[config.mk]
export PLATFORM = sky130hd
export DESIGN_NAME = if_fetch
export DESIGN_NICKNAME = d
export VERILOG_FILES = /design/src/rtl/if_fetch_pkg.sv /design/src/rtl/if_inst_fifo.sv /design/src/rtl/if_fetch.sv
export SDC_FILE = /design/constraint.sdc
export NUM_CORES = 1
export LEC_CHECK = 0
export BUFFER_PORTS_ARGS = -buffer_cell sky130_fd_sc_hd__buf_2
export CAP_MARGIN = 20
export CORE_MARGIN = 1.5
export CORE_UTILIZATION = 59
export CTS_CLUSTER_SIZE = 20
export DETAILED_ROUTE_END_ITERATION = 6
export PLACE_DENSITY = 0.79
export RECOVER_POWER = 100
export SYNTH_ARGS = -nofsm -noshare
export SYNTH_HDL_FRONTEND = slang
export SYNTH_SLANG_ARGS = --single-unit
export TNS_END_PERCENT = 30
[constraint.sdc]
create_clock -name clk -period 13.7 [get_ports clk]
set_input_delay 2.74 -clock clk [delete_from_list [all_inputs] [get_ports clk]]
set_output_delay 2.74 -clock clk [all_outputs]
set_load 0.01 [all_outputs]
[src/rtl/if_fetch_pkg.sv]
// Shared widths, constants and payload types for the instruction fetch front end.
package if_fetch_pkg;

    localparam int unsigned ADDR_W = 64;
    localparam int unsigned INST_W = 32;

    localparam logic [ADDR_W-1:0] INVALID_PC       = 64'h0000_0000_0000_0000;
    localparam logic [ADDR_W-1:0] DEFAULT_RESET_PC = 64'h0000_0000_8000_0000;
    localparam logic              RST_ENABLE       = 1'b1;

    // One buffered instruction handed to ID.
    typedef struct packed {
        logic [ADDR_W-1:0] pc;
        logic [INST_W-1:0] inst;
    } fetch_entry_t;

    localparam int unsigned ENTRY_W = $bits(fetch_entry_t);

    // A redirect is honoured only for a real, word-aligned target.
    function automatic logic redirect_target_ok(input logic [ADDR_W-1:0] target);
        return (target != INVALID_PC) && (target[1:0] == 2'b00);
    endfunction

endpackage

[src/rtl/if_inst_fifo.sv]
// Synchronous FIFO with flush; used for both the instruction buffer and the PC-tag queue.
module if_inst_fifo
    import if_fetch_pkg::*;
#(
    parameter int unsigned WIDTH = 32,
    parameter int unsigned DEPTH = 4
) (
    input  logic                     clk,
    input  logic                     rst,
    input  logic                     flush,
    input  logic                     push,
    input  logic [WIDTH-1:0]         push_data,
    input  logic                     pop,
    output logic [WIDTH-1:0]         pop_data,
    output logic                     full,
    output logic                     empty,
    output logic [$clog2(DEPTH):0]   count
);

    localparam int unsigned PTR_W = $clog2(DEPTH);
    localparam int unsigned CNT_W = PTR_W + 1;

    logic [WIDTH-1:0] mem [DEPTH];
    logic [PTR_W-1:0] wr_ptr;
    logic [PTR_W-1:0] rd_ptr;
    logic             do_push;
    logic             do_pop;

    assign full     = (count == CNT_W'(DEPTH));
    assign empty    = (count == '0);
    assign do_push  = push && !full && !flush;
    assign do_pop   = pop && !empty && !flush;
    assign pop_data = mem[rd_ptr];

    // Storage array; not reset, occupancy tracking makes stale words invisible.
    always_ff @(posedge clk) begin
        if (do_push) begin
            mem[wr_ptr] <= push_data;
        end
    end

    // Pointers and occupancy; flush empties the FIFO in one cycle.
    always_ff @(posedge clk) begin
        if (rst == RST_ENABLE || flush) begin
            wr_ptr <= '0;
            rd_ptr <= '0;
            count  <= '0;
        end else begin
            wr_ptr <= wr_ptr + PTR_W'(do_push);
            rd_ptr <= rd_ptr + PTR_W'(do_pop);
            count  <= count + CNT_W'(do_push) - CNT_W'(do_pop);
        end
    end

endmodule

[src/rtl/if_fetch.sv]
// Fetch PC, credit-based icache request issue, response buffering and EX redirect handling.
module if_fetch
    import if_fetch_pkg::*;
#(
    parameter logic [ADDR_W-1:0] RESET_PC = DEFAULT_RESET_PC,
    parameter int unsigned       DEPTH    = 4
) (
    input  logic              clk,
    input  logic              rst,
    input  logic              branch_flag_i,
    input  logic [ADDR_W-1:0] pc_new_i,
    output logic              req_valid_o,
    output logic [ADDR_W-1:0] req_addr_o,
    input  logic              req_ready_i,
    input  logic              rsp_valid_i,
    input  logic [INST_W-1:0] rsp_data_i,
    output logic              inst_valid_o,
    output logic [INST_W-1:0] inst_o,
    output logic [ADDR_W-1:0] inst_pc_o,
    input  logic              inst_ready_i,
    output logic              bad_redirect_o
);

    localparam int unsigned CNT_W = $clog2(DEPTH) + 1;
    localparam int unsigned SUM_W = CNT_W + 1;

    logic [ADDR_W-1:0] pc, pc_next;
    logic [CNT_W-1:0]  outstanding, outstanding_next;
    logic [CNT_W-1:0]  drop_cnt, drop_cnt_next;
    logic              bad_redirect_next;

    logic              redirect_ok;
    logic              credit_ok;
    logic              issue;
    logic              rsp_ok;
    logic              inst_push;
    logic              inst_pop;
    logic              inst_full, inst_empty;
    logic [CNT_W-1:0]  inst_count;
    logic              tag_full, tag_empty;
    logic [CNT_W-1:0]  tag_count;
    logic [ADDR_W-1:0] tag_pc;
    fetch_entry_t      push_entry, pop_entry;
    logic              unused_status;

    // Handshake qualifiers; every response is guaranteed a buffer slot by the credit check.
    assign redirect_ok  = branch_flag_i && redirect_target_ok(pc_new_i);
    assign credit_ok    = (SUM_W'(outstanding) + SUM_W'(inst_count)) < SUM_W'(DEPTH);
    assign req_valid_o  = !rst && !branch_flag_i && credit_ok;
    assign req_addr_o   = pc;
    assign issue        = req_valid_o && req_ready_i;
    assign rsp_ok       = rsp_valid_i && (outstanding != '0);
    assign inst_push    = rsp_ok && (drop_cnt == '0) && !redirect_ok;
    assign inst_valid_o = !rst && !branch_flag_i && !inst_empty;
    assign inst_pop     = inst_valid_o && inst_ready_i;

    assign push_entry   = '{pc: tag_pc, inst: rsp_data_i};
    assign inst_o       = pop_entry.inst;
    assign inst_pc_o    = pop_entry.pc;

    // Occupancy of the tag queue mirrors outstanding; status kept only for debug visibility.
    assign unused_status = ^{inst_full, tag_full, tag_empty, tag_count};

    // Next-state for PC, credit and drop counters, and the sticky bad-redirect flag.
    always_comb begin
        pc_next           = pc;
        outstanding_next  = outstanding + CNT_W'(issue) - CNT_W'(rsp_ok);
        drop_cnt_next     = drop_cnt;
        bad_redirect_next = bad_redirect_o;
        if (redirect_ok) begin
            pc_next       = pc_new_i;
            drop_cnt_next = outstanding_next;
        end else begin
            if (issue) begin
                pc_next = pc + 64'd4;
            end
            if (rsp_ok && (drop_cnt != '0)) begin
                drop_cnt_next = drop_cnt - CNT_W'(1);
            end
        end
        if (branch_flag_i && !redirect_ok) begin
            bad_redirect_next = 1'b1;
        end
    end

    // Architectural fetch state registers.
    always_ff @(posedge clk) begin
        if (rst == RST_ENABLE) begin
            pc             <= RESET_PC;
            outstanding    <= '0;
            drop_cnt       <= '0;
            bad_redirect_o <= 1'b0;
        end else begin
            pc             <= pc_next;
            outstanding    <= outstanding_next;
            drop_cnt       <= drop_cnt_next;
            bad_redirect_o <= bad_redirect_next;
        end
    end

    // Buffered {pc, inst} pairs waiting for ID; flushed by a valid redirect.
    if_inst_fifo #(
        .WIDTH (ENTRY_W),
        .DEPTH (DEPTH)
    ) u_inst_fifo (
        .clk       (clk),
        .rst       (rst),
        .flush     (redirect_ok),
        .push      (inst_push),
        .push_data (push_entry),
        .pop       (inst_pop),
        .pop_data  (pop_entry),
        .full      (inst_full),
        .empty     (inst_empty),
        .count     (inst_count)
    );

    // PC of each in-flight request; never flushed so dropped responses still retire their tag.
    if_inst_fifo #(
        .WIDTH (ADDR_W),
        .DEPTH (DEPTH)
    ) u_tag_fifo (
        .clk       (clk),
        .rst       (rst),
        .flush     (1'b0),
        .push      (issue),
        .push_data (pc),
        .pop       (rsp_ok),
        .pop_data  (tag_pc),
        .full      (tag_full),
        .empty     (tag_empty),
        .count     (tag_count)
    );

endmodule
---- Yosys cells after proc, flatten, opt, wreduce, memory -nomap -nowiden ----
Memory sizes are Yosys's and may differ from the RTL's. A register that Yosys moved wholly into a read port is not among the register bits.
Cells that the tools add are included.
word-level totals
  memory bits (writable) .................. 640
  memories ................................ 2
  register bits after elaboration ......... 85
memory list
  memory           depth  bits a word  rd ports  clocked after memory_dff  wr ports  line                text
  u_inst_fifo.mem  4      96           1         1                         1         if_inst_fifo.sv:23  logic [WIDTH-1:0] mem [DEPTH];
  u_tag_fifo.mem   4      64           1         1                         1         if_inst_fifo.sv:23
cells by class
  reduce and logical (&&, ||, !) cells .... 35
  multiplexer cells ....................... 10
  equality and inequality tests ........... 2
  $add $sub $neg .......................... 13
  magnitude comparators ................... 1
operators with widths
  operator               count
  $mux 64                2
  $add 64x3->64 const B  1
  $reduce_bool 64->1     1
  $logic_and 1x1->1      18
  $add 3x1->3            3
  $logic_not 3->1        3
  $sub 3x1->3            3
  $add 2x1->2            4
  $logic_not 1->1        7
  $eq 3x3->1 const B     2
  $mux 3                 2
  $reduce_bool 3->1      2
  $add 3x3->4            1
  $lt 4x3->1 const B     1
  $mux 1                 4
  $mux 2                 2
  $reduce_bool 2->1      2
  $sub 3x1->3 const B    1
  $logic_not 2->1        1
  $logic_or 1x1->1       1

---- Depth between registers and ports, before layout ----
  word-level depth ........................ 9
  mapped depth ............................ 14

---- By module ----
A second synthesis with hierarchy kept.
second synthesis, totals
  cell total of the unflattened synthesis .. 1496
  area, all modules ....................... 28303.4 um^2
by module, submodules not included
  module                      instances  area an instance (um^2)  cells each
  if_inst_fifo (u_inst_fifo)  1          14274.9                  544
  if_inst_fifo (u_tag_fifo)   1          9698.1                   377
  if_fetch                    1          4330.4                   575

---- Worst setup path after synthesis ----
OpenSTA, ideal clock, no wires.
  path type ............................... input to register
  start ................................... input port pc_new_i[53]
  end ..................................... memory u_inst_fifo.mem[1][0] in the netlist's numbering, enable pin
  cell stages on the path ................. 7
  required time ........................... 13.012 ns
  setup slack ............................. 2.064 ns
  data arrival time ....................... 10.948 ns
  path through ............................ nor4_1 nand2_1 nor3_1 a21o_1 clkbuf_1 nand2_1 nor3b_1
on the way
  cells in the longest elaborated chain, start to end .. 9
ends and longest elaborated chain
  item                            line                                text
  start: declaration              if_fetch.sv:11                      input logic [ADDR_W-1:0] pc_new_i,
  $reduce_bool 64->1 *            if_fetch_pkg.sv:21                  return (target != INVALID_PC) && (target[1:0] == 2'b00);
  $logic_and 1x1->1 *             if_fetch_pkg.sv:21
  $logic_and 1x1->1 *             if_fetch.sv:47                      assign redirect_ok = branch_flag_i && redirect_target_ok(pc_new_i);
  $logic_not 1->1 *               if_inst_fifo.sv:31, if_fetch.sv:53
  $logic_and 1x1->1               if_fetch.sv:53                      assign inst_push = rsp_ok && (drop_cnt == '0) && !redirect_ok;
  $logic_and 1x1->1               if_inst_fifo.sv:31                  assign do_push = push && !full && !flush;
  $logic_and 1x1->1 *             if_inst_fifo.sv:31
  $mux 1 *                        if_inst_fifo.sv:37                  if (do_push) begin
  $mux 1 (implied by the code) *  if_inst_fifo.sv:38                  mem[wr_ptr] <= push_data;
  end: declaration                if_inst_fifo.sv:23
Mark *: on every way between the ends. The rest lies on a longest branch, timed or not.

---- Worst setup path in the final report ----
  start ................................... input port rst
  end ..................................... register pc[57] (netlist: req_addr_o[57])
on the way
  cells in the longest elaborated chain, start to end .. 5
ends and longest elaborated chain
  item                                line            text
  start: declaration                  if_fetch.sv:9   input logic rst,
  $logic_not 1->1                     if_fetch.sv:49  assign req_valid_o = !rst && !branch_flag_i && credit_ok;
  $logic_and 1x1->1 (2 in series)     if_fetch.sv:49
  $logic_and 1x1->1                   if_fetch.sv:51  assign issue = req_valid_o && req_ready_i;
  $reduce_bool 2->1 (no source line)  n/a
  end signal: assignment              if_fetch.sv:94  pc <= pc_next;
  end: declaration                    if_fetch.sv:27  logic [ADDR_W-1:0] pc, pc_next;
Parallel ways exist; a longest one is shown, timed or not.
A chain may end at the register's enable or synchronous reset.

==> impl_metrics.yaml <==
worst_setup_path:
  worstReg2RegStart: "outstanding[2]$_SDFF_PP0_"
  crit_start: "rst"
  critPathMaxStageDelay_ns: 2.02
  crit_path_cell_trace: "clkbuf_1 > nor2_1 > and4_1 > clkbuf_1 > inv_1 > clkbuf_1 > nand2_1 > o311ai_0"
  cp_num_buf_inv: 4
  cp_slowest_cell: "clkbuf_1"
  critPathMostFrequentCell: "clkbuf_1"
  critPathKind: "input pin to flip-flop"
  cp-end-kind: "flip-flop"
  cp.required_ns: 14.17
  cp_max_fo: 54
  start_kind: "input pin"
  cp_top_family: "buffers and inverters"
  crit_arrival_ns: 9.77
global_route:
  grt.overflow.total: 0
  grt_pass1_wl_um: 102000
  gr-usage-all-layers_pct: 27.9
  grt_pass1_vias: 16146
  grt_antenna_before_repair: 5
  grt_start_max_net_pins: 66
logic_synthesis:
  synth_top_cell_by_area: "edfxtp_1"
  synth_top_area_share_pct: 68.1
  synth_top_cells_by_count: "640 x edfxtp_1, 160 x mux4_2, 85 x dfxtp_1"
  synth.net_count: 1631
  yosysMostFrequentCell: "edfxtp_1"
  yosys_warnings: 0
  synth_ff_type: "edfxtp_1"
  post_synth_inst_count: 1511
  yosysSeqAreaShare_pct: 74.1
  synth_edf_count: 640
  synth.avg_cell_area_um2: 18.7
  yosysUniqueCellTypes: 66
  ys_seq_elements: 725
  synth_area_leaders: "edfxtp_1 68%, mux4_2 13%, dfxtp_1 6.0%, nand2_1 0.93%, nand3_1 0.92%"
  mappedNetlistArea_mm2: 0.0282
  async_reset_ff_share_pct: 0
power_and_ir_drop:
  peakVddDrop_mv: 0.131
  p_comb_share_pct: 12.6
  pwr-share-seq_pct: 51.4
  p_switching_mw: 1.29
  p_per_area_mw_per_mm2: 164
  total_leakage_power_nw: 10.2
  switching_share_pct: 24.4
  pwr-share-clk_pct: 35.9
  internal-power_mw: 4.00
placement:
  placement.io_buffers: 264
  hpwl_um: 42100
  gp_congestion: 0.924
cts:
  cts_resized: 0
  cts_tree: "done"
  clk_pin_slew_worst_paths_ns: 0.06
  clock-sinks: 725
  cts-root-buf: "clkbuf_16"
  cts_buffers: 72
  htree_levels: 3
  max-clock-path-buffers: 3
  post_cts_hold_buffer_count: 0
  cts_setup_buffers: 0
  clk_latency_ns: 0.59
floorplan:
  initial_core_util_pct: 60.3
  ios: 265
  coreArea_mm2: 0.0469
  die_y_um: 222
  dieArea_mm2: 0.0492
  row_count: 79
  die_width_um: 222
drt:
  drc_errors: 0
  via_count: 16262
  dr.pass1.iters: 6
  drt_iter0_markers: 1788
  wl_per_cell_um: 27.5
  antenna_left: 0
  route.final.wire_length_um: 68000
  viasPerCell: 6.58
timing:
  fin_skew_ns: 0.0137
  setup_viol_count_final: 0
  holdWs_ns: 0.452
  slew_viol_final: 776
  finalSetupTns_ns: 0
  fmax_mhz: 108
  relSlewSlack_pct: -166
  rsz0062_at_grt: "false"
  hold_viol_final: 0
  min_period_ns: 9.30
  tightest_slew_ns: 3.99
  finalCritPeriodShare_pct: 67.9
run_status:
  violations: "max-capacitance violations, max-slew violations"
  status: "complete, but fails checks"
run:
  max_cap_viol_count: 17
final_layout:
  fill_cells: 3070
  synthToLayoutAreaGrowth_pct: 14.4
  finalNetCount: 1924
  drive_gt1_share_pct: 19.8
  seqCellArea_mm2: 0.0209
  multiInputGateArea_mm2: 0.00696
min_path:
  min_from: "bad_redirect_o$_SDFFE_PP0P_"
  hold_class: "flip-flop to flip-flop"
-- routing by layer --
layer / routed length [um] / global-route usage [%]
met5: 20 / 0
met3: 7010 / 6.92
met1: 26200 / 39.0
met4: 1910 / 8.51
met2: 32800 / 44.1
-- logic make-up (layout without fill, tap and decap cells) --
kind of cell             Yosys count  count (layout)  synth area share (%)
AO/OA/AOI/OAI                    157             157                  3.94
XOR/XNOR                          15              15                 0.465
adder cells (fa/ha/maj)           18              18                 0.877
buffers and inverters            102             451                  1.36
flip-flops                       725             725                  74.1
multiplexers                     164             164                  12.9
other                              0               5                     0
AND/OR/NAND/NOR                  330             330                  6.38
-- power groups by stage --
stage	registers (mW)	clock network (mW)	logic, mW
after floorplan	2.73	0	0.447
after global placement	2.74	0	0.662
after detailed placement	2.76	0	0.681
after CTS	2.71	1.92	0.687
after global routing	2.74	2.01	0.719
final	2.72	1.90	0.667
-- per-stage QoR --
step	total power [mW]	cell area (um^2)	util (%)	worst slack (ns)	cells
floorplan	3.18	28200	-	2.06	1511
global placement	3.41	30300	64.7	6.83	2334
detailed placement	3.44	30300	64.7	6.74	2334
CTS	5.32	32600	69.5	7.13	2464
global route	5.46	32300	68.9	4.21	2467
finish	5.29	32300	68.9	4.40	2472
-- worst reg2reg max path: stages, from the launching register on --
cell and delay, ns:
dfxtp_1 0.42, ha_1 0.27, nor3_1 0.20, and4_1 0.21, clkbuf_1 1.84, inv_1 0.95
clkbuf_1 1.21, nor4_1 1.10, a21oi_1 0.23, a21oi_1 0.22
-- flip-flops by register name, indices dropped and copies added (netlist names) --
signal	flops
u_tag_fifo.rd_ptr	2
u_tag_fifo.wr_ptr	2
u_inst_fifo.mem	384
outstanding	3
u_inst_fifo.rd_ptr	2
u_tag_fifo.count	3
u_inst_fifo.wr_ptr	2
drop_cnt	3
bad_redirect_o	1
u_tag_fifo.mem	256
u_inst_fifo.count	3
req_addr_o	64
-- path summary, 6_finish.rpt --
path | cells after the start | slack, ns | endpoint
setup / recovery | 8 | 4.40 | req_addr_o[57]$_SDFFE_PP0P_
hold / removal | 2 | 0.45 | bad_redirect_o$_SDFFE_PP0P_
setup reg to reg | 9 | 6.98 | req_addr_o[36]$_SDFFE_PP0P_
hold reg to reg | 2 | 0.45 | bad_redirect_o$_SDFFE_PP0P_
-- cell usage in the layout, fill, tap and decap left out, drive strengths merged, types with 11 or more instances in the layout --
cell type  count
inv           35
nand4         25
and3          24
buf           77
a31oi         17
nand3         52
a21oi         38
nor2          40
xnor2         13
dfxtp         85
nor4          30
o21ai         17
mux4         160
or3           12
clkinv        26
and2          11
ha            15
clkbuf       308
o311ai        11
edfxtp       640
a211oi        12
nand2         70
nor3          26
-- area by class of cell --
class / instances / area share [%]
Antenna cell: 5 / 0.0387
Clock buffer: 95 / 6.17
Clock inverter: 35 / 0.875
Inverter: 31 / 0.360
Multi-Input combinational cell: 684 / 21.5
Sequential cell: 725 / 64.8
Tap cell: 607 / 2.35
Timing Repair Buffer: 290 / 3.86
(Power assumes the default switching activity.)
